===== config.mk =====
export PLATFORM = sky130hd
export DESIGN_NAME = if_stage_flat
export DESIGN_NICKNAME = d
export VERILOG_FILES = /design/src/rtl/if_pkg.sv /design/src/rtl/if_stage_if.sv /design/src/rtl/if_stage_ifid_reg.sv /design/src/rtl/if_stage.sv /design/src/flat_wrapper.sv
export SDC_FILE = /design/constraint.sdc
export NUM_CORES = 1
export LEC_CHECK = 0
export CORE_ASPECT_RATIO = 1.25
export CORE_UTILIZATION = 45
export DETAILED_ROUTE_END_ITERATION = 8
export GPL_TIMING_DRIVEN = 0
export PLACE_DENSITY = 0.8
export SYNTH_ARGS = -nofsm -noshare
export SYNTH_HDL_FRONTEND = slang
export SYNTH_SLANG_ARGS = --single-unit

===== constraint.sdc =====
create_clock -name clk_i -period 2.75 [get_ports clk_i]
set_input_delay 0.4125 -clock clk_i [delete_from_list [all_inputs] [get_ports clk_i]]
set_output_delay 0.4125 -clock clk_i [all_outputs]
set_load 0.01 [all_outputs]

===== src/rtl/if_pkg.sv =====
// Shared types and constants for the instruction-fetch stage.
//   NOP_INSTR  : bubble instruction (addi x0, x0, 0)
//   if_state_e : fetch FSM states
//   ifid_t     : IF/ID pipeline register payload
package if_pkg;

  localparam logic [31:0] NOP_INSTR = 32'h0000_0013;

  typedef enum logic [1:0] {
    StFetch,  // issue request for pc_q
    StWait,   // request granted, waiting for rvalid
    StHold,   // response captured while ID was stalled
    StKill    // redirect arrived while a response is in flight; drop it
  } if_state_e;

  typedef struct packed {
    logic [31:0] pc;
    logic [31:0] pc4;
    logic [31:0] instr;
    logic        valid;
  } ifid_t;

  function automatic ifid_t ifid_bubble();
    ifid_t b;
    b.pc    = '0;
    b.pc4   = '0;
    b.instr = NOP_INSTR;
    b.valid = 1'b0;
    return b;
  endfunction

endpackage


===== src/rtl/if_stage_if.sv =====
// Instruction-memory request/response bus.
//   req/addr : fetch request and word-aligned address (master drives)
//   gnt      : request accepted this cycle (slave drives)
//   rvalid   : response valid, at most one outstanding (slave drives)
//   rdata    : instruction word (slave drives)
interface if_stage_if;
  logic        req;
  logic [31:0] addr;
  logic        gnt;
  logic        rvalid;
  logic [31:0] rdata;

  modport master (output req, output addr, input gnt, input rvalid, input rdata);
  modport slave  (input req, input addr, output gnt, output rvalid, output rdata);
endinterface


===== src/rtl/if_stage_ifid_reg.sv =====
// IF/ID pipeline register.
//   clk_i/rst_i : clock, synchronous active-high reset
//   clear_i     : load a bubble (highest priority after reset)
//   wren_i      : register may change; low holds contents
//   load_i      : data_i is a deliverable instruction; otherwise a bubble is loaded
//   data_i      : payload to load
//   ifid_o      : register contents
module ifid_reg
  import if_pkg::*;
(
  input  logic  clk_i,
  input  logic  rst_i,
  input  logic  clear_i,
  input  logic  wren_i,
  input  logic  load_i,
  input  ifid_t data_i,
  output ifid_t ifid_o
);

  ifid_t ifid_q;

  always_ff @(posedge clk_i) begin
    if (rst_i || clear_i) begin
      ifid_q <= ifid_bubble();
    end else if (wren_i) begin
      ifid_q <= load_i ? data_i : ifid_bubble();
    end
  end

  assign ifid_o = ifid_q;

endmodule


===== src/rtl/if_stage.sv =====
// Instruction-fetch stage: PC register, single-outstanding imem handshake, IF/ID register.
//   clk_i/rst_i     : clock, synchronous active-high reset
//   pc_wren_i       : PC may advance
//   IFID_wren_i     : IF/ID may load
//   IFID_clear_i    : IF/ID loads a bubble
//   br_flush_i      : redirect fetch to br_target_i (bits [1:0] ignored)
//   imem_io         : instruction-memory bus (master side)
//   IFID_*_o        : IF/ID register contents presented to decode
module if_stage
  import if_pkg::*;
#(
  parameter logic [31:0] RESET_PC = 32'h0000_0000
) (
  input  logic         clk_i,
  input  logic         rst_i,
  input  logic         pc_wren_i,
  input  logic         IFID_wren_i,
  input  logic         IFID_clear_i,
  input  logic         br_flush_i,
  input  logic [31:0]  br_target_i,
  if_stage_if.master   imem_io,
  output logic [31:0]  IFID_pc_o,
  output logic [31:0]  IFID_pc4_o,
  output logic [31:0]  IFID_instr_o,
  output logic         IFID_valid_o
);

  if_state_e   state_q, state_d;
  logic [31:0] pc_q, pc_d;
  logic [31:0] hold_q, hold_d;

  logic        deliver;
  logic        load;
  ifid_t       load_data;
  ifid_t       ifid;
  logic [31:0] pc_plus4;
  logic [31:0] target;

  assign deliver  = pc_wren_i & IFID_wren_i & ~IFID_clear_i & ~br_flush_i;
  assign pc_plus4 = pc_q + 32'd4;
  assign target   = {br_target_i[31:2], 2'b00};

  always_ff @(posedge clk_i) begin
    if (rst_i) begin
      state_q <= StFetch;
      pc_q    <= RESET_PC;
      hold_q  <= NOP_INSTR;
    end else begin
      state_q <= state_d;
      pc_q    <= pc_d;
      hold_q  <= hold_d;
    end
  end

  always_comb begin
    state_d         = state_q;
    pc_d            = pc_q;
    hold_d          = hold_q;
    imem_io.req     = 1'b0;
    imem_io.addr    = pc_q;
    load            = 1'b0;
    load_data.pc    = pc_q;
    load_data.pc4   = pc_plus4;
    load_data.instr = imem_io.rdata;
    load_data.valid = 1'b1;

    unique case (state_q)
      StFetch: begin
        imem_io.req = ~br_flush_i;
        if (br_flush_i) begin
          pc_d = target;
        end else if (imem_io.gnt) begin
          state_d = StWait;
        end
      end
      StWait: begin
        if (imem_io.rvalid) begin
          if (deliver) begin
            // Back-to-back: consume this response and request the next word together.
            load         = 1'b1;
            pc_d         = pc_plus4;
            imem_io.req  = 1'b1;
            imem_io.addr = pc_plus4;
            state_d      = imem_io.gnt ? StWait : StFetch;
          end else if (br_flush_i) begin
            pc_d    = target;
            state_d = StFetch;
          end else begin
            hold_d  = imem_io.rdata;
            state_d = StHold;
          end
        end else if (br_flush_i) begin
          pc_d    = target;
          state_d = StKill;
        end
      end
      StHold: begin
        if (br_flush_i) begin
          pc_d    = target;
          state_d = StFetch;
        end else if (deliver) begin
          load            = 1'b1;
          load_data.instr = hold_q;
          pc_d            = pc_plus4;
          state_d         = StFetch;
        end
      end
      StKill: begin
        if (br_flush_i) begin
          pc_d = target;
        end
        if (imem_io.rvalid) begin
          state_d = StFetch;
        end
      end
      default: state_d = StFetch;
    endcase
  end

  ifid_reg u_ifid_reg (
    .clk_i   (clk_i),
    .rst_i   (rst_i),
    .clear_i (IFID_clear_i),
    .wren_i  (IFID_wren_i),
    .load_i  (load),
    .data_i  (load_data),
    .ifid_o  (ifid)
  );

  assign IFID_pc_o    = ifid.pc;
  assign IFID_pc4_o   = ifid.pc4;
  assign IFID_instr_o = ifid.instr;
  assign IFID_valid_o = ifid.valid;

endmodule


===== src/flat_wrapper.sv =====
// flat-port wrapper written by rule: the top's interface ports become plain ports
module if_stage_flat import if_pkg::*;
#(
  parameter logic [31:0] RESET_PC = 32'h0000_0000
)
  (clk_i, rst_i, pc_wren_i, IFID_wren_i, IFID_clear_i, br_flush_i, br_target_i, IFID_pc_o, IFID_pc4_o, IFID_instr_o, IFID_valid_o, imem_io_req, imem_io_addr, imem_io_gnt, imem_io_rvalid, imem_io_rdata);
  if_stage_if imem_io_i ();
  input  logic clk_i;
  input  logic rst_i;
  input  logic pc_wren_i;
  input  logic IFID_wren_i;
  input  logic IFID_clear_i;
  input  logic br_flush_i;
  input  logic [31:0] br_target_i;
  output logic [31:0] IFID_pc_o;
  output logic [31:0] IFID_pc4_o;
  output logic [31:0] IFID_instr_o;
  output logic IFID_valid_o;
  output wire logic [$bits(imem_io_i.req)-1:0] imem_io_req;
  output wire logic [$bits(imem_io_i.addr)-1:0] imem_io_addr;
  input wire logic [$bits(imem_io_i.gnt)-1:0] imem_io_gnt;
  input wire logic [$bits(imem_io_i.rvalid)-1:0] imem_io_rvalid;
  input wire logic [$bits(imem_io_i.rdata)-1:0] imem_io_rdata;
  assign imem_io_req = imem_io_i.req;
  assign imem_io_addr = imem_io_i.addr;
  assign imem_io_i.gnt = imem_io_gnt;
  assign imem_io_i.rvalid = imem_io_rvalid;
  assign imem_io_i.rdata = imem_io_rdata;
  if_stage #(.RESET_PC(RESET_PC)) u_core (.clk_i(clk_i), .rst_i(rst_i), .pc_wren_i(pc_wren_i), .IFID_wren_i(IFID_wren_i), .IFID_clear_i(IFID_clear_i), .br_flush_i(br_flush_i), .br_target_i(br_target_i), .imem_io(imem_io_i), .IFID_pc_o(IFID_pc_o), .IFID_pc4_o(IFID_pc4_o), .IFID_instr_o(IFID_instr_o), .IFID_valid_o(IFID_valid_o));
endmodule

; Word-level counts from Yosys, hierarchy flattened
; Index checks and enable logic that the tools add are counted.
[word_totals]
out_inout_bits = 130
inputBits = 72
regBits = 163
[classes]
n_bitwise = 6
n_addsub = 1
mux = 28
reduce_logical = 5
n_eq_ne = 8
[op_table]
columns = operator, count
row1 = 32-bit 2-to-1 mux, 10
row2 = 97-bit 2-to-1 mux, 1
row3 = 32-bit one-hot mux with 3 select lines, 1
row4 = 32-bit by 3-bit adder with 32-bit output (second input constant), 1
row5 = 2-bit 2-to-1 mux, 9
row6 = 2-bit one-hot mux with 4 select lines, 1
row7 = 2-bit inequality test (second input constant), 3
row8 = 5-bit AND reduction, 1
row9 = 2-bit == test (second input constant), 2
row10 = 1-bit 2-to-1 mux, 4
row11 = 1-bit one-hot mux with 2 select lines, 2
row12 = 4-bit AND reduction, 1
row13 = 1-bit AND, 3
row14 = 3-bit by 2-bit inequality test with 1-bit output (second input constant), 1
row15 = 3-bit inequality test (second input constant), 1
row16 = 1-bit inverter, 3
row17 = 2-bit by 1-bit == test with 1-bit output (second input constant), 1
row18 = 2-bit zero test, 1
row19 = 2-bit OR reduction, 1
row20 = 1-bit logical OR, 1

; Depth between registers and ports, before layout
[depth]
word_depth = 7
depth_mapped = 10

; Modules after synthesis
; From an unflattened synthesis, not the netlist that was laid out.
[hier_totals]
cells_unflattened = 1099
hier_area_um2 = 8938.6
[modules_own_cells]
columns = mod, instances, area_per_inst_um2, cells_per_inst
row1 = if_stage, 1, 4873.4, 666
row2 = ifid_reg, 1, 4065.1, 433

; Worst setup path before layout
; OpenSTA, ideal clock, no wires.
[synth_path]
kind = register to output
start = register u_core.pc_q[2]
end = output port imem_io_addr[20]
stages_incl_launch_ff = 8
path_slack_ns = 0.374
arrival_ns = 1.964
path_cell_list = dfxtp_1 > ha_1 > nand3_1 > or3_1 > buf_2 > or3_1 > nor2_1 > xor2_1
[synth_via]
elab_chain_len = 4
[synth_lines]
columns = element, line
row1 = "start, declared", if_stage.sv:29  ; logic [31:0] pc_q, pc_d;
row2 = "start signal, assigned", if_stage.sv:50  ; pc_q <= pc_d;
row3 = 32-bit by 3-bit adder with 32-bit output, if_stage.sv:40  ; assign pc_plus4 = pc_q + 32'd4;
row4 = 32-bit 2-to-1 mux, --
row5 = 32-bit 2-to-1 mux, if_stage.sv:77  ; if (imem_io.rvalid) begin
row6 = 32-bit 2-to-1 mux, if_stage.sv:67  ; unique case (state_q)
row7 = "end, declared", flat_wrapper.sv:20  ; output wire logic [$bits(imem_io_i.addr)-1:0] imem_io_addr;
; No other way between the ends.

; Worst setup path after layout
[layout_path]
start = register u_core.pc_q[4]
end = output port imem_io_addr[31]
; Same word-level chain as after synthesis.

==> Implementation_results.wiki <==
{| class="wikitable"
! Metric !! Value
|-
| Fraction of registers with async set or reset after synthesis || 0%
|-
| RSZ-0062 raised after global routing || yes
|-
| Number of H-tree levels || 4
|-
| Pwr dens || around 510 nW/µm²
|-
| Overall overflow remaining after global route || 0
|-
| Fin crit share || 101%
|-
| Total power || 0.00598 W
|-
| Post-layout worst setup margin || -0.0243 ns
|-
| Effective utilization at floorplan || between 40% and 50%
|-
| Area grow syn2layout || 47.5%
|-
| Share of the synthesized area in the top cell type || between 40% and 50%
|-
| Detailed Route WL || 29200 µm
|-
| Placed wire-length estimate || 19400 µm
|-
| Cell area after synthesis || 7970 µm²
|-
| Number of instances in the placed design || 1430
|-
| Required time at the worst-slack endpoint || 2.34 ns
|-
| Cell types occupying the most area after synthesis || sky130_fd_sc_hd__dfxtp_1 (40%), sky130_fd_sc_hd__nor2_1 (7.5%), sky130_fd_sc_hd__nand2_1 (6.6%)
|-
| Maximum number of pins on one net before global-route repair || 20
|-
| Violated checks || negative setup slack
|-
| Final hold viol count || 0
|-
| Die height || 151 µm
|-
| Capture point of the worst reg-to-reg path || u_core.pc_q[29]
|-
| Drt first pass iters || 8
|-
| Clock period minus worst slack || 2.77 ns
|-
| Max Root-Sink Buffers || 2
|-
| Seq/Total Area, Yosys || 40.4%
|-
| Number of enable flip-flop cells after synthesis || 0
|-
| Total Nets Final || 1366
|-
| Mean cell area of the mapped netlist || 7.92 µm²
|-
| Wire length per cell || between 15 and 20 µm
|-
| Combined global-route utilization of all metal layers || between 30% and 40%
|-
| Io pins || just over 200
|-
| Worst Hold Slack || 0.446 ns
|-
| Worst Path Arrival || 2.36 ns
|-
| Leakage dissipation || 4.52 nW
|-
| Top flip-flop cell by instance count after synthesis || sky130_fd_sc_hd__dfxtp_1
|-
| Slack of the worst reg-to-reg path || 0.01 ns
|-
| Startpoint types || flip-flop
|-
| Final standard cell count with taps included and fillers excluded || approximately 1500
|-
| Post-Route Skew || 0.0101 ns
|-
| Tightest Hold Check Type || flip-flop to flip-flop
|-
| Clock tree from TritonCTS || yes
|-
| Maximum clock frequency || between 300 and 400 MHz
|-
| Yosys warnings || 0
|-
| Number of distinct library cells after synthesis || 66
|-
| Routability congestion estimate from global placement || 0.947
|-
| Clock tree sinks || approximately 160
|-
| Full die area || 18300 µm²
|-
| Number of remaining DRC errors || 0
|-
| Row Count || 54
|-
| Vias in the first global route || 8117
|-
| Synth Instances || ~1000
|-
| Number of antenna violations at the first check in global routing || 1
|-
| Number of cells traversed by the worst register-to-register path || 9
|-
| Root buffer cell || sky130_fd_sc_hd__clkbuf_16
|-
| Max_slew headroom || 52.2%
|-
| Starting DRT DRC Count || slightly above 900
|-
| Total Negative Setup Slacks || -0.0243 ns
|-
| Worst setup path end || imem_io_addr[31]
|-
| Area leader, netlist || sky130_fd_sc_hd__dfxtp_1
|-
| Worst Setup Path Type || flip-flop to output pin
|-
| Total clock buffers created by CTS || 17
|-
| Largest fanout on the critical path || 4
|-
| Reg clk slew, reported paths || 0.07 ns
|-
| Placement Setup Slack || -0.979 ns
|-
| Number of nets with antenna violations after routing || 0
|-
| Count of state elements after synthesis || about 160
|-
| Vias per inst || 5.76
|-
| Peak VDD IR || 424 µV
|-
| Max Transition Viols Final || 0
|-
| Wire length of the first global-routing pass || 42700 µm
|-
| Result of the run || finished with violations
|-
| Worst-Skew Late Latency || about 0.44 ns
|-
| Width of the die || ~120 µm
|-
| Detailed-route via count || 8789
|-
| Synthesized Nets || 1085
|-
| Count of port buffers added during placement || between 150 and 200
|-
| Core area || 17400 µm²
|-
| Worst min-delay path startpoint || u_core.pc_q[1]
|-
| Slew @ Worst Pin || 0.717 ns
|-
| Fraction of layout instances using a drive strength above 1 || 18.7%
|-
| Launching element of the worst setup path || u_core.pc_q[4]
|-
| MaxCap Viol Count || 0
|-
| Launch instance of the worst register-to-register path || u_core.state_q[0]
|-
| Total setup violations reported at the end of the flow || 1
|-
| CP endpoint kind || output pin
|}
==> critical path, cell delays in order (launching register included) <==
cell and delay [ns]:
sky130_fd_sc_hd__dfxtp_2 0.34, sky130_fd_sc_hd__buf_6 0.13, sky130_fd_sc_hd__nand3_4 0.10, sky130_fd_sc_hd__or4_4 0.62, sky130_fd_sc_hd__nor3_4 0.19, sky130_fd_sc_hd__nand2_2 0.09, sky130_fd_sc_hd__nor2_2 0.10, sky130_fd_sc_hd__xor2_1 0.19
sky130_fd_sc_hd__buf_2 0.16
==> cell usage after synthesis, types with 7 or more instances <==
cell type and n:
sky130_fd_sc_hd__dfxtp_1 161, sky130_fd_sc_hd__nor2_1 159, sky130_fd_sc_hd__nand2_1 140, sky130_fd_sc_hd__a21oi_1 83, sky130_fd_sc_hd__clkbuf_1 51, sky130_fd_sc_hd__o21ai_0 51
sky130_fd_sc_hd__a22oi_1 44, sky130_fd_sc_hd__mux2i_1 35, sky130_fd_sc_hd__xnor2_1 34, sky130_fd_sc_hd__xor2_1 29, sky130_fd_sc_hd__buf_2 28, sky130_fd_sc_hd__nand3_1 14
sky130_fd_sc_hd__nor3_1 13, sky130_fd_sc_hd__a31oi_1 10, sky130_fd_sc_hd__buf_4 9, sky130_fd_sc_hd__inv_1 8, sky130_fd_sc_hd__and3_1 7, sky130_fd_sc_hd__buf_1 7
==> per-layer routing <==
metal  track usage (%)  vias to the layer above  part of all wire [%]
met4              21.1                        0                   6.6
met5                 0                        -                     0
met3              8.32                      152                    10
met1              33.0                     4044                    35
li1                  -                     4010                     -
met2              51.9                      583                    48
==> state kept, by name, summed over array words and instances (netlist names) <==
register                  flops
u_core.state_q                2
u_core.pc_q                  32
u_core.u_ifid_reg.ifid_o     95
u_core.hold_q                32
==> area by class of cell <==
| type | count | area [µm²] |
|---|---|---|
| diodes | 1 | 2.50 |
| clock inverters | 12 | 180 |
| repair buffers | 274 | 2510 |
| inverters | 9 | 33.8 |
| fillers | 1359 | 5610 |
| clock buffers | 20 | 447 |
| flip-flops and latches | 161 | 3260 |
| well taps | 224 | 280 |
| multi-input cells | 741 | 4550 |
| plain buffers | 84 | 490 |
==> power breakdown <==
part | total (W) | switching (W) | internal (W)
clock | 0.00255 | 0.00100 | 0.00155
sequential | 0.00245 | 0.0000551 | 0.00240
combinational | 0.000975 | 0.000552 | 0.000422
total | 0.00598 | 0.00161 | 0.00437
==> worst min-delay path by stage <==
stage,endpoint,slack (ns),depth (start not counted)
floorplan,u_core.pc_q[0],0.42,2
detailed placement,u_core.pc_q[1],0.43,2
global placement,u_core.u_ifid_reg.ifid_o[57],0.44,2
global route,u_core.hold_q[10],0.47,2
CTS,u_core.pc_q[1],0.45,2
finish,u_core.pc_q[1],0.45,2
==> cell families after synthesis <==
group | Yosys count | share of synthesized area, %
simple gates | 394 | 22.4
mux | 39 | 4.96
xor+xnor | 63 | 6.92
compound gates | 239 | 18.6
buf+inv | 105 | 5.82
flops | 161 | 40.4
fa+ha+maj | 6 | 0.942
==> stage by stage <==
step / cell area [µm²] / utilization, %
floorplan: 7970 / -
global placement: 10200 / 59.0
detailed placement: 10200 / 59.0
CTS: 11500 / 66.1
global route: 11800 / 67.7
finish: 11800 / 67.7
==> what timing repair did <==
action,CTS,global route
buffers inserted,41,34
pin swaps,28,27
resized for setup,166,71
hold buffers,0,0
endpoints found under the setup margin,39,98
==> cells in the final DEF (no fill, tap or decap), types with 9 or more instances in the layout <==
cell                              Yosys  routed
sky130_fd_sc_hd__clkbuf_2             1      10
sky130_fd_sc_hd__clkbuf_16            0      17
sky130_fd_sc_hd__buf_4                9      74
sky130_fd_sc_hd__nand2_1            140     132
sky130_fd_sc_hd__xnor2_1             34      33
sky130_fd_sc_hd__xor2_1              29      29
sky130_fd_sc_hd__clkbuf_1            51      43
sky130_fd_sc_hd__a21oi_1             83      83
sky130_fd_sc_hd__o21ai_0             51      51
sky130_fd_sc_hd__mux2i_1             35      35
sky130_fd_sc_hd__dfxtp_2              0      14
sky130_fd_sc_hd__dlygate4sd2_1        0      12
sky130_fd_sc_hd__nor2_1             159     150
sky130_fd_sc_hd__clkdlybuf4s50_1      0     166
sky130_fd_sc_hd__dfxtp_1            161     141
sky130_fd_sc_hd__nor3_1              13       9
sky130_fd_sc_hd__buf_2               28      25
sky130_fd_sc_hd__a22oi_1             44      44
sky130_fd_sc_hd__a31oi_1             10      10
sky130_fd_sc_hd__nand3_1             14      12
sky130_fd_sc_hd__buf_6                0      18
Power figures use the tool's default switching activity.
